### config.mk
export PLATFORM = sky130hd
export DESIGN_NAME = nibble_serial_adder_flat
export DESIGN_NICKNAME = d
export VERILOG_FILES = /design/src/rtl/nibble_serial_adder_pkg.sv /design/src/rtl/nibble_serial_adder_if.sv /design/src/rtl/nibble_serial_adder_fulladder4.sv /design/src/rtl/nibble_serial_adder.sv /design/src/flat_wrapper.sv
export SDC_FILE = /design/constraint.sdc
export NUM_CORES = 1
export LEC_CHECK = 0
export BUFFER_PORTS_ARGS = -buffer_cell sky130_fd_sc_hd__buf_2
export CORE_UTILIZATION = 55
export DETAILED_ROUTE_END_ITERATION = 10
export GPL_ROUTABILITY_DRIVEN = 0
export PLACE_DENSITY_LB_ADDON = 0.25
export SYNTH_ARGS = -nofsm -noshare
export SYNTH_HDL_FRONTEND = slang
export SYNTH_SLANG_ARGS = --single-unit
### constraint.sdc
create_clock -name clk -period 2.6 [get_ports clk]
set_input_delay 0.52 -clock clk [delete_from_list [all_inputs] [get_ports clk]]
set_output_delay 0.52 -clock clk [all_outputs]
set_load 0.1 [all_outputs]
### src/rtl/nibble_serial_adder_pkg.sv
// Shared definitions for the nibble-serial adder: FSM states, slice width
// and the nibble-counter width helper.
package adder_pkg;

    localparam int NIB_BITS = 4;

    typedef enum logic [1:0] {
        IDLE = 2'd0,
        RUN  = 2'd1,
        DONE = 2'd2
    } state_t;

    function automatic int cnt_width(input int nib);
        return (nib > 1) ? $clog2(nib) : 1;
    endfunction

endpackage

### src/rtl/nibble_serial_adder_if.sv
// Operand/result handshake bundle for nibble_serial_adder.
interface nibble_serial_adder_if #(
    parameter int WIDTH = 16
);
    logic             in_valid;
    logic             in_ready;
    logic [WIDTH-1:0] a;
    logic [WIDTH-1:0] b;
    logic             ci;
    logic             sub;
    logic             out_valid;
    logic             out_ready;
    logic [WIDTH-1:0] s;
    logic             co;
    logic             ovf;

    modport master (
        output in_valid, a, b, ci, sub, out_ready,
        input  in_ready, out_valid, s, co, ovf
    );

    modport slave (
        input  in_valid, a, b, ci, sub, out_ready,
        output in_ready, out_valid, s, co, ovf
    );
endinterface

### src/rtl/nibble_serial_adder_fulladder4.sv
// Combinational 4-bit full-adder slice used once per nibble step.
module fulladder4
    import adder_pkg::*;
(
    input  logic [NIB_BITS-1:0] a,
    input  logic [NIB_BITS-1:0] b,
    input  logic                ci,
    output logic [NIB_BITS-1:0] s,
    output logic                co
);
    assign {co, s} = {1'b0, a} + {1'b0, b} + {{NIB_BITS{1'b0}}, ci};
endmodule

### src/rtl/nibble_serial_adder.sv
// Multi-precision add/subtract computed one nibble per clock through a single
// fulladder4 slice, with valid/ready handshakes on operands and result.
module nibble_serial_adder
    import adder_pkg::*;
#(
    parameter int WIDTH = 16
) (
    input  logic                  clk,
    input  logic                  rst,
    nibble_serial_adder_if.slave  bus
);
    localparam int            NIB  = WIDTH / NIB_BITS;
    localparam int            CW   = cnt_width(NIB);
    localparam logic [CW-1:0] LAST = CW'(NIB - 1);

    state_t state, state_nxt;

    logic [WIDTH-1:0]          a_sr, b_sr, res_sr, s_q;
    logic                      carry, a_msb, b_msb, co_q, ovf_q;
    logic [CW-1:0]             cnt;
    logic [NIB_BITS-1:0]       sum_nib;
    logic                      fa_co;
    logic [WIDTH-1:0]          b_eff, res_nxt;
    logic [WIDTH+NIB_BITS-1:0] res_cat;
    logic                      in_ready_c, out_valid_c, accept, last_step;

    assign b_eff     = bus.sub ? ~bus.b : bus.b;
    // Sum nibble enters from the top so nibble 0 lands in [3:0] after NIB steps.
    assign res_cat   = {sum_nib, res_sr};
    assign res_nxt   = res_cat[WIDTH+NIB_BITS-1:NIB_BITS];
    assign last_step = (state == RUN) && (cnt == LAST);
    assign accept    = in_ready_c && bus.in_valid;

    fulladder4 u_slice (
        .a  (a_sr[NIB_BITS-1:0]),
        .b  (b_sr[NIB_BITS-1:0]),
        .ci (carry),
        .s  (sum_nib),
        .co (fa_co)
    );

    always_ff @(posedge clk) begin
        if (rst) state <= IDLE;
        else     state <= state_nxt;
    end

    always_comb begin
        state_nxt   = state;
        in_ready_c  = 1'b0;
        out_valid_c = 1'b0;
        case (state)
            IDLE: begin
                in_ready_c = 1'b1;
                if (bus.in_valid) state_nxt = RUN;
            end
            RUN: begin
                if (cnt == LAST) state_nxt = DONE;
            end
            DONE: begin
                out_valid_c = 1'b1;
                if (bus.out_ready) state_nxt = IDLE;
            end
            default: state_nxt = IDLE;
        endcase
    end

    always_ff @(posedge clk) begin
        if (rst) begin
            a_sr   <= '0;
            b_sr   <= '0;
            res_sr <= '0;
            s_q    <= '0;
            carry  <= 1'b0;
            a_msb  <= 1'b0;
            b_msb  <= 1'b0;
            co_q   <= 1'b0;
            ovf_q  <= 1'b0;
            cnt    <= '0;
        end else if (accept) begin
            a_sr  <= bus.a;
            b_sr  <= b_eff;
            carry <= bus.sub | bus.ci;
            a_msb <= bus.a[WIDTH-1];
            b_msb <= b_eff[WIDTH-1];
            cnt   <= '0;
        end else if (state == RUN) begin
            a_sr   <= a_sr >> NIB_BITS;
            b_sr   <= b_sr >> NIB_BITS;
            res_sr <= res_nxt;
            carry  <= fa_co;
            cnt    <= cnt + CW'(1);
            // Visible outputs change only when the full result is ready.
            if (last_step) begin
                s_q   <= res_nxt;
                co_q  <= fa_co;
                ovf_q <= (a_msb == b_msb) && (res_nxt[WIDTH-1] != a_msb);
            end
        end
    end

    assign bus.in_ready  = in_ready_c;
    assign bus.out_valid = out_valid_c;
    assign bus.s         = s_q;
    assign bus.co        = co_q;
    assign bus.ovf       = ovf_q;
endmodule

### src/flat_wrapper.sv
// flat-port wrapper written by rule: the top's interface ports become plain ports
module nibble_serial_adder_flat import adder_pkg::*;
#(
    parameter int WIDTH = 16
)
  (clk, rst, bus_in_valid, bus_a, bus_b, bus_ci, bus_sub, bus_out_ready, bus_in_ready, bus_out_valid, bus_s, bus_co, bus_ovf);
  nibble_serial_adder_if #(.WIDTH(WIDTH)) bus_i ();
  input  logic clk;
  input  logic rst;
  input wire logic [$bits(bus_i.in_valid)-1:0] bus_in_valid;
  input wire logic [$bits(bus_i.a)-1:0] bus_a;
  input wire logic [$bits(bus_i.b)-1:0] bus_b;
  input wire logic [$bits(bus_i.ci)-1:0] bus_ci;
  input wire logic [$bits(bus_i.sub)-1:0] bus_sub;
  input wire logic [$bits(bus_i.out_ready)-1:0] bus_out_ready;
  output wire logic [$bits(bus_i.in_ready)-1:0] bus_in_ready;
  output wire logic [$bits(bus_i.out_valid)-1:0] bus_out_valid;
  output wire logic [$bits(bus_i.s)-1:0] bus_s;
  output wire logic [$bits(bus_i.co)-1:0] bus_co;
  output wire logic [$bits(bus_i.ovf)-1:0] bus_ovf;
  assign bus_i.in_valid = bus_in_valid;
  assign bus_i.a = bus_a;
  assign bus_i.b = bus_b;
  assign bus_i.ci = bus_ci;
  assign bus_i.sub = bus_sub;
  assign bus_i.out_ready = bus_out_ready;
  assign bus_in_ready = bus_i.in_ready;
  assign bus_out_valid = bus_i.out_valid;
  assign bus_s = bus_i.s;
  assign bus_co = bus_i.co;
  assign bus_ovf = bus_i.ovf;
  nibble_serial_adder #(.WIDTH(WIDTH)) u_core (.clk(clk), .rst(rst), .bus(bus_i));
endmodule
# After elaboration in Yosys (flattened, before gate mapping)
# Index checks and enable logic that the tools add are counted.
# totals
output_inout_bits,20
wordCells,47
inputBits,38
reg_bits,73
# classes
n_bitwise,3
add_sub_neg,3
n_eq_ne,8
mux,13
n_reduce_logical,9
# ops
op,count
$mux W16,5
$not A16 Y16,1
$mux W2,3
$pmux W2 S3,1
$reduce_and A3 Y1,2
$add A4 B4 Y5,1
$add A5 B1 Y5,1
$eq A2 B2 Y1 const B,2
$mux W1,4
$ne A2 B2 Y1 const B,2
$logic_and A1 B1 Y1,3
$add A2 B1 Y2 const B,1
$eq A2 B1 Y1 const B,1
$logic_not A2 Y1,1
$ne A2 B1 Y1 const B,1
$reduce_and A2 Y1,1
$reduce_bool A2 Y1,1
$reduce_or A2 Y1,1
$eq A1 B1 Y1,1
$ne A1 B1 Y1,1
$not A1 Y1,1
$or A1 B1 Y1,1

# Depth between registers and ports, before layout
# Gate-level depths: netlist of the first run.
# depth
word_depth,5
ltp_mapped,7
depth_no_buf,6

# By module
# A second synthesis of the first run with hierarchy kept.
# unflattened
hier_cells,330
hier_area_um2,2904.0
# by_module_without_submodules
mod,instances,area_per_inst_um2,cells_per_inst,seq_area_each_um2
nibble_serial_adder,1,2760.1,314,1381.3
fulladder4,1,143.9,16,0.0

# Worst setup path before layout of the first run
# No wires, ideal clock.
# synth_path
kind,flip-flop to flip-flop
start,register u_core.state[0]
end,register u_core.b_sr[15]
slack_ps,49
arrival_time_ps,2419
setup_time_ps,132
synth_period_minus_slack_ps,2551
n_path_buf,1
stages_incl_launch_ff,6
required_ps,2468
path_cell_list,dfxtp_1 > buf_2 > nor2_1 > nand2_1 > nand3_1 > a21oi_1
# synth_via
elab_chain_len,4
elab_cells_between_ends,6
# synth_lines
item,line,rtl
from (decl),nibble_serial_adder.sv:16,"state_t state, state_nxt;"
from (signal assigned),nibble_serial_adder.sv:44,else state <= state_nxt;
$logic_not A2 Y1 (*),nibble_serial_adder.sv:51,case (state)
$mux W1 (*),nibble_serial_adder.sv:51,
named net bus_in_ready,flat_wrapper.sv:16,output wire logic [$bits(bus_i.in_ready)-1:0] bus_in_ready;
$logic_and A1 B1 Y1 (*),nibble_serial_adder.sv:32,assign accept = in_ready_c && bus.in_valid;
$mux W16 or $reduce_bool A2 Y1 (tied branches),n/a,
to (signal assigned),nibble_serial_adder.sv:88,b_sr <= b_sr >> NIB_BITS;
to (decl),nibble_serial_adder.sv:18,"logic [WIDTH-1:0] a_sr, b_sr, res_sr, s_q;"
# Mark *: on every way through the listed nets, which the timed path passes. The rest lies on a longest branch.
# A chain may end at the register's enable or synchronous reset.

# Worst setup path in the final report of the first run
# layout_path
start,register u_core.state[1]
end,output bus_out_valid
# layout_via
elab_chain_len,2
# layout_lines
item,line,rtl
$eq A2 B2 Y1,nibble_serial_adder.sv:51,
$mux W1,nibble_serial_adder.sv:51,
to (decl),flat_wrapper.sv:17,output wire logic [$bits(bus_i.out_valid)-1:0] bus_out_valid;
# No other way between the ends.

==> qor.yml, run 1 <==
outcome: "complete, no violations"
ys_ff_latch: 69
ys.flop_type: "dfxtp_1"
synth_nets: 434
cts_resized: 0
met3_length_um: 267
post-cts-setup-buffers: 0
cts_tree: "yes"
clock-root-buffer: "clkbuf_8"
clockBufferDepth: 2
fin_skew_ns: 0.003487
dr.pass1.iters: 4
met2_length_um: 3062
cts_buffers: 9
p_switching_w: 0.0006235
dieArea_mm2: 0.005862
core_mm2: 0.005238
reg2reg_depth: 6
htree_levels: 3
vias: 2671
synth.largest_area_cell: "dfxtp_1"
yosysUniqueCellTypes: 32
final.setup.tns_ns: 0
crit_path_max_fanout: 13
via_per_inst: 5.227
synthToLayoutAreaGrowth_pct: 16.53
synth.top_cell.area_share: 0.4517
fmax_mhz: 476.1
hold_viol_final: 0
p_seq_frac: 0.499
numPortBuffers: 57
swShare: 0.2699
crit_chain: "nor2b_1, buf_2"
grt_max_degree: 44
drt_iter0_drc: 144
route.detailed.drc: 0
dp_cells: 495
syn_avg_cell_area_um2: 7.841
grt_pass1_wl_um: 10700
clkTransAtPathRegs_ns: 0.07
crit_slowest_cell: "dfxtp_1"
ir_drop_uv: 425.8
dpl.hpwl_um: 4380
critical_path_class: "reg2out"
yosysMostFrequentCell: "nand2_1"
arrival_ns: 1.58
path_buf_inv: 1
dieWidth_um: 76.57
drive_gt1_frac: 0.1905
die_y_um: 76.57
crit_path_start_kind: "register"
antenna_found_initial: 0
clock_power_share: 0.365
async_flop_share: 0
combPwrFrac: 0.136
max_stage_delay_ns: 0.56
rows: 26
nets: 480
path_depth: 2
final_util: 0.6804
initial_core_util: 0.5839
crit_path_end_kind: "output pin"
slew_headroom: 0.4394
synth_edf_count: 0
hp-class: "in2reg"
p_int_w: 0.001687
grt_pass1_vias: 2300
maxCapViolCount: 0
setup_violations: 0
overflow: 0
ant_nets: 0
diodes: 0
period_needed_ns: 2.100
netlist_top_cells_area: "dfxtp_1 45%, nand2_1 9.2%, a21oi_1 8.5%, nor2b_1 5.5%, nor2_1 5.4%"
final_cell_count_no_fill: 511
ys_top_cells_by_count: "75 x nand2_1, 69 x dfxtp_1, 52 x a21oi_1"
hold_depth: 3
fin_hold_ws_ns: 0.4103
synth_area_mm2: 0.003058
insertion_delay_ns: 0.34
tightest_slew_ns: 0.8378
cp_top_family: "flip-flops"
fin_crit_sh: 0.8078
numClockSinks: 69
routed_wl_um: 6362
wl_met1_um: 2901
gr-usage-all-layers: 0.2315
powerDensity_mw_per_mm2: 648.4
highest_layer: "met4"
synth_seq_area_share: 0.4517
rsz0062_at_grt: "false"
wl_per_cell_um: 12.45
syn_inst: 390
p_leak_nw: 1.480
ioPinCount: 58
cts_hold_buffers: 0
drv_slew: 0
yosysWarnings: 0
cp_data_required_time_ns: 2.08
-- through the flow --
step	setup WS, ns	instance area (µm²)	power (W)
2_1_floorplan	0.04856	3058	0.001399
3_3_place_gp	0.7151	3372	0.001477
3_5_place_dp	0.6900	3372	0.001487
4_1_cts	0.4725	3563	0.002322
5_1_grt	0.3668	3563	0.002425
6_report	0.4998	3563	0.002311
-- routing by layer --
metal / GRT usage / vias to the layer above
met4: 0.1058 / 0
met1: 0.3086 / 1211
li1: - / 1381
met3: 0.05150 / 13
met5: 0 / -
met2: 0.3559 / 66
-- tightest hold or removal path, delay by kind of cell --
family | cells | cell delay, ns
buf+inv | 1 | 0.09
compound gates | 1 | 0.05
simple gates | 1 | 0.04
-- flip-flops by register name (all words and copies together) (netlist names) --
register / flops
u_core.a_msb: 1
u_core.a_sr: 16
u_core.b_msb: 1
u_core.b_sr: 16
u_core.bus.co: 1
u_core.bus.ovf: 1
u_core.bus.s: 16
u_core.carry: 1
u_core.cnt: 2
u_core.res_sr: 12
u_core.state: 2
-- area by class of cell --
type	count	area, µm²
Timing Repair Buffer	66	365.4
Tap cell	70	87.58
Clock buffer	10	127.6
Inverter	1	3.754
Multi-Input combinational cell	289	1534
Fill cell	461	1674
Clock inverter	6	63.81
Sequential cell	69	1381
-- layout by cell type (no fill, tap or decap), types with 2 or more instances in the layout --
master	Yosys	routed
xor2_1	16	16
xnor2_1	2	2
buf_2	15	57
dfxtp_1	69	69
nor2_1	44	44
clkbuf_8	0	9
ha_1	4	4
buf_4	1	8
clkinv_2	0	2
fa_1	2	2
nor3_1	15	15
nor2b_1	27	27
a211oi_1	3	3
nand2b_1	3	3
a22oi_1	12	12
nand2_1	75	75
a21oi_1	52	52
nand3_1	8	8
o21ai_0	13	13
clkinvlp_4	0	2
-- path summary, 6_finish.rpt --
kind / start / end / slack [ns]
setup / recovery: u_core.state[1] / bus_out_valid / 0.50
hold / removal: bus_a[12] / u_core.a_sr[12] / 0.41
setup reg to reg: u_core.carry / u_core.carry / 0.68
hold reg to reg: u_core.bus.s[9] / u_core.bus.s[9] / 0.45
-- power by group through the flow --
| stage | clock, W | combinational (W) | sequential (W) |
|---|---|---|---|
| floorplan | 0 | 0.000237 | 0.00116 |
| detailed placement | 0 | 0.000311 | 0.00118 |
| CTS | 0.000856 | 0.000314 | 0.00115 |
| global placement | 0 | 0.000304 | 0.00117 |
| finish | 0.000844 | 0.000314 | 0.00115 |
| global route | 0.000912 | 0.000353 | 0.00116 |
-- cells by family (layout without fill, tap and decap cells) --
| kind of cell | after synthesis | count (layout) | share of synthesized area |
|---|---|---|---|
| buffers and inverters | 32 | 83 | 0.04664 |
| xor gates and xnor gates | 18 | 18 | 0.05155 |
| AOI/OAI and AO/OA | 86 | 86 | 0.1584 |
| adders and majority gates | 6 | 6 | 0.02946 |
| DFF | 69 | 69 | 0.4517 |
| and+or+nand+nor | 178 | 178 | 0.2590 |
| muxes | 1 | 1 | 0.003273 |
Power figures use the tool's default switching activity.
==> inputs of run 2 (changes only) <==
==> constraint.sdc (replaced) <==
create_clock -name clk -period 2.2 [get_ports clk]
set_input_delay 0.44 -clock clk [delete_from_list [all_inputs] [get_ports clk]]
set_output_delay 0.44 -clock clk [all_outputs]
set_load 0.1 [all_outputs]
==> run 2 against run 1 <==
Worst hold slack worse by 0.085 ns. Register-to-register slack worse by 0.42 ns. Sequential share of layout area is 0.14 points lower. Sequential power is 18% higher. Final cell count is 0.20% higher. Clock skew is 0.0018 ns higher. Largest power group unchanged. Highest routed layer unchanged.
==> qor.yml, run 2 (same netlist as run 1, synthesis figures left out) <==
stdcell_area_mm2: 0.003576  # was 0.003563 mm²
post-cts-setup-buffers: 0  # unchanged
crit_path_start_kind: "register"  # unchanged
wl_per_cell_um: 12.62  # was 12.45 µm
grt_pass1_wl_um: 11090  # was 10,700 µm
ant_nets: 0  # unchanged
clkTransAtPathRegs_ns: 0.07  # about the same
ir_drop_uv: 596.2  # was 425.8 µV
critical_path_class: "reg2reg"  # was reg2out
vias: 2661  # was 2,671
maxCapViolCount: 0  # unchanged
die_y_um: 76.57  # unchanged
cts_hold_buffers: 0  # unchanged
antenna_found_initial: 0  # unchanged
setup_violations: 0  # unchanged
arrival_ns: 2.17  # was 1.58 ns
dr.pass1.iters: 5  # was 4
dpl.hpwl_um: 4416  # was 4380 µm
placed_cell_area_mm2: 0.003400  # was 0.003372 mm²
core_mm2: 0.005238  # unchanged
clockBufferDepth: 2  # unchanged
final_common_cell: "nand2_1"  # unchanged
fmax_mhz: 515.5
drive_gt1_frac: 0.1991  # was 0.1905
hp-class: "in2reg"  # unchanged
routed_wl_um: 6460  # was 6362 µm
crit_path_end_kind: "register"  # was output pin
setup_ws_ns: 0.2602  # was 0.4998 ns
initial_core_util: 0.5839  # unchanged
final_cell_mix: "75 x nand2_1, 69 x dfxtp_1, 56 x buf_2"  # was 75 x nand2_1, 69 x dfxtp_1, 57 x buf_2
use_met1: 0.3046  # was 0.3086
cp_data_required_time_ns: 2.43  # was 2.08 ns
p_switching_w: 0.0007623  # was 0.0006235 W
use_met3: 0.06946  # was 0.05150
hold_viol_final: 0  # unchanged
dp_slack_ns: 0.2719  # was 0.6900 ns
nets: 481  # was 480
synthToLayoutAreaGrowth_pct: 16.94  # was 16.53%
dieWidth_um: 76.57  # unchanged
dieArea_mm2: 0.005862  # unchanged
outcome: "complete, no violations"  # unchanged
slew_headroom: 0.3238  # was 0.4394
grt_max_degree: 70  # was 44
numPortBuffers: 57  # unchanged
overflow: 0  # unchanged
powerDensity_mw_per_mm2: 740.7  # was 648.4 mW/mm²
period_needed_ns: 1.940
rsz0062_at_grt: "false"  # unchanged
swShare: 0.2878  # was 0.2699
crit_path_max_fanout: 2  # was 13
tightest_slew_ns: 1.012  # was 0.8378 ns
htree_levels: 3  # unchanged
combPwrFrac: 0.142  # was 0.136
clock-root-buffer: "clkbuf_8"  # unchanged
numClockSinks: 69  # unchanged
rows: 26  # unchanged
p_leak_nw: 1.484  # was 1.480 nW
route.detailed.drc: 0  # unchanged
final.setup.tns_ns: 0  # unchanged
insertion_delay_ns: 0.35  # was 0.34 ns
clock_power_share: 0.345  # was 0.365
fin_crit_sh: 0.8817
cts_buffers: 9  # unchanged
p_int_w: 0.001886  # was 0.001687 W
fin_skew_ns: 0.005293  # was 0.003487 ns
p_seq_frac: 0.513  # was 0.499
via_per_inst: 5.197  # was 5.227
cts_tree: "yes"  # unchanged
drv_slew: 0  # unchanged
grtUsageMet2: 0.3838  # was 0.3559
ioPinCount: 58  # unchanged
drt_iter0_drc: 124  # was 144
grt_pass1_vias: 2440  # was 2,300
gr-usage-all-layers: 0.2362  # was 0.2315
diodes: 0  # unchanged
busiest_layer: "met2"  # unchanged
cts_resized: 0  # unchanged
[run 2: changes by cell type in the layout (fill, tap and decap cells not counted)]
cell / previous run / this run
buf_12: 1 / 2
buf_2: 57 / 56
buf_4: 8 / 9
bufinv_16: 1 / 0
clkbuf_1: 1 / 0
clkinv_4: 1 / 4
clkinvlp_4: 2 / 1
nor2_1: 44 / 43
nor2_2: 0 / 1
nor2b_1: 27 / 26
nor2b_2: 0 / 1
[run 2: cell type report]
type                            instances  area, µm²
Clock buffer                            9      123.9
Clock inverter                          7      52.55
Tap cell                               70      87.58
Sequential cell                        69       1381
Inverter                                1      3.754
Timing Repair Buffer                   67      387.9
Fill cell                             472       1662
Multi-Input combinational cell        289       1539
[run 2: final timing paths]
path | startpoint | to | slack (ns) | cells past startpoint
worst min-delay path | bus_a[14] | u_core.a_sr[14] | 0.33 | 3
worst min register to register | u_core.res_sr[7] | u_core.bus.s[3] | 0.46 | 2
worst max register to register | u_core.carry | u_core.carry | 0.26 | 6
worst max-delay path | u_core.carry | u_core.carry | 0.26 | 6
[run 2: critical path: stages (launching register included)]
cell and delay (ns):
dfxtp_1 0.33, fa_1 0.46, fa_1 0.43, a21o_2 0.22, a21oi_1 0.18, nand2b_1 0.12
a31oi_1 0.07
[run 2: power by group through the flow]
stage                     clock (W)  combinational [W]  sequential [W]
after floorplan                   0           0.000281         0.00137
after global placement            0           0.000366         0.00139
after detailed placement          0           0.000374         0.00139
after CTS                  0.000931           0.000377         0.00136
after global routing       0.000985           0.000422         0.00137
final                      0.000913           0.000376         0.00136
[run 2: per-layer routing]
metal	wire (µm)	share of wire	vias up
met5	0	0	-
met4	61	0.0094	0
met3	275	0.043	9
met2	3103	0.48	66
met1	3019	0.47	1205
li1	-	-	1381
[run 2: stage by stage]
step	std cells	util	total power [W]	hold WS, ns
2_1_floorplan	390	-	0.001654	0.4321
3_3_place_gp	496	0.6491	0.001752	0.4387
3_5_place_dp	496	0.6491	0.001762	0.4446
4_1_cts	512	0.6828	0.002667	0.3194
5_1_grt	512	0.6828	0.002776	0.3290
6_report	512	0.6828	0.002649	0.3252
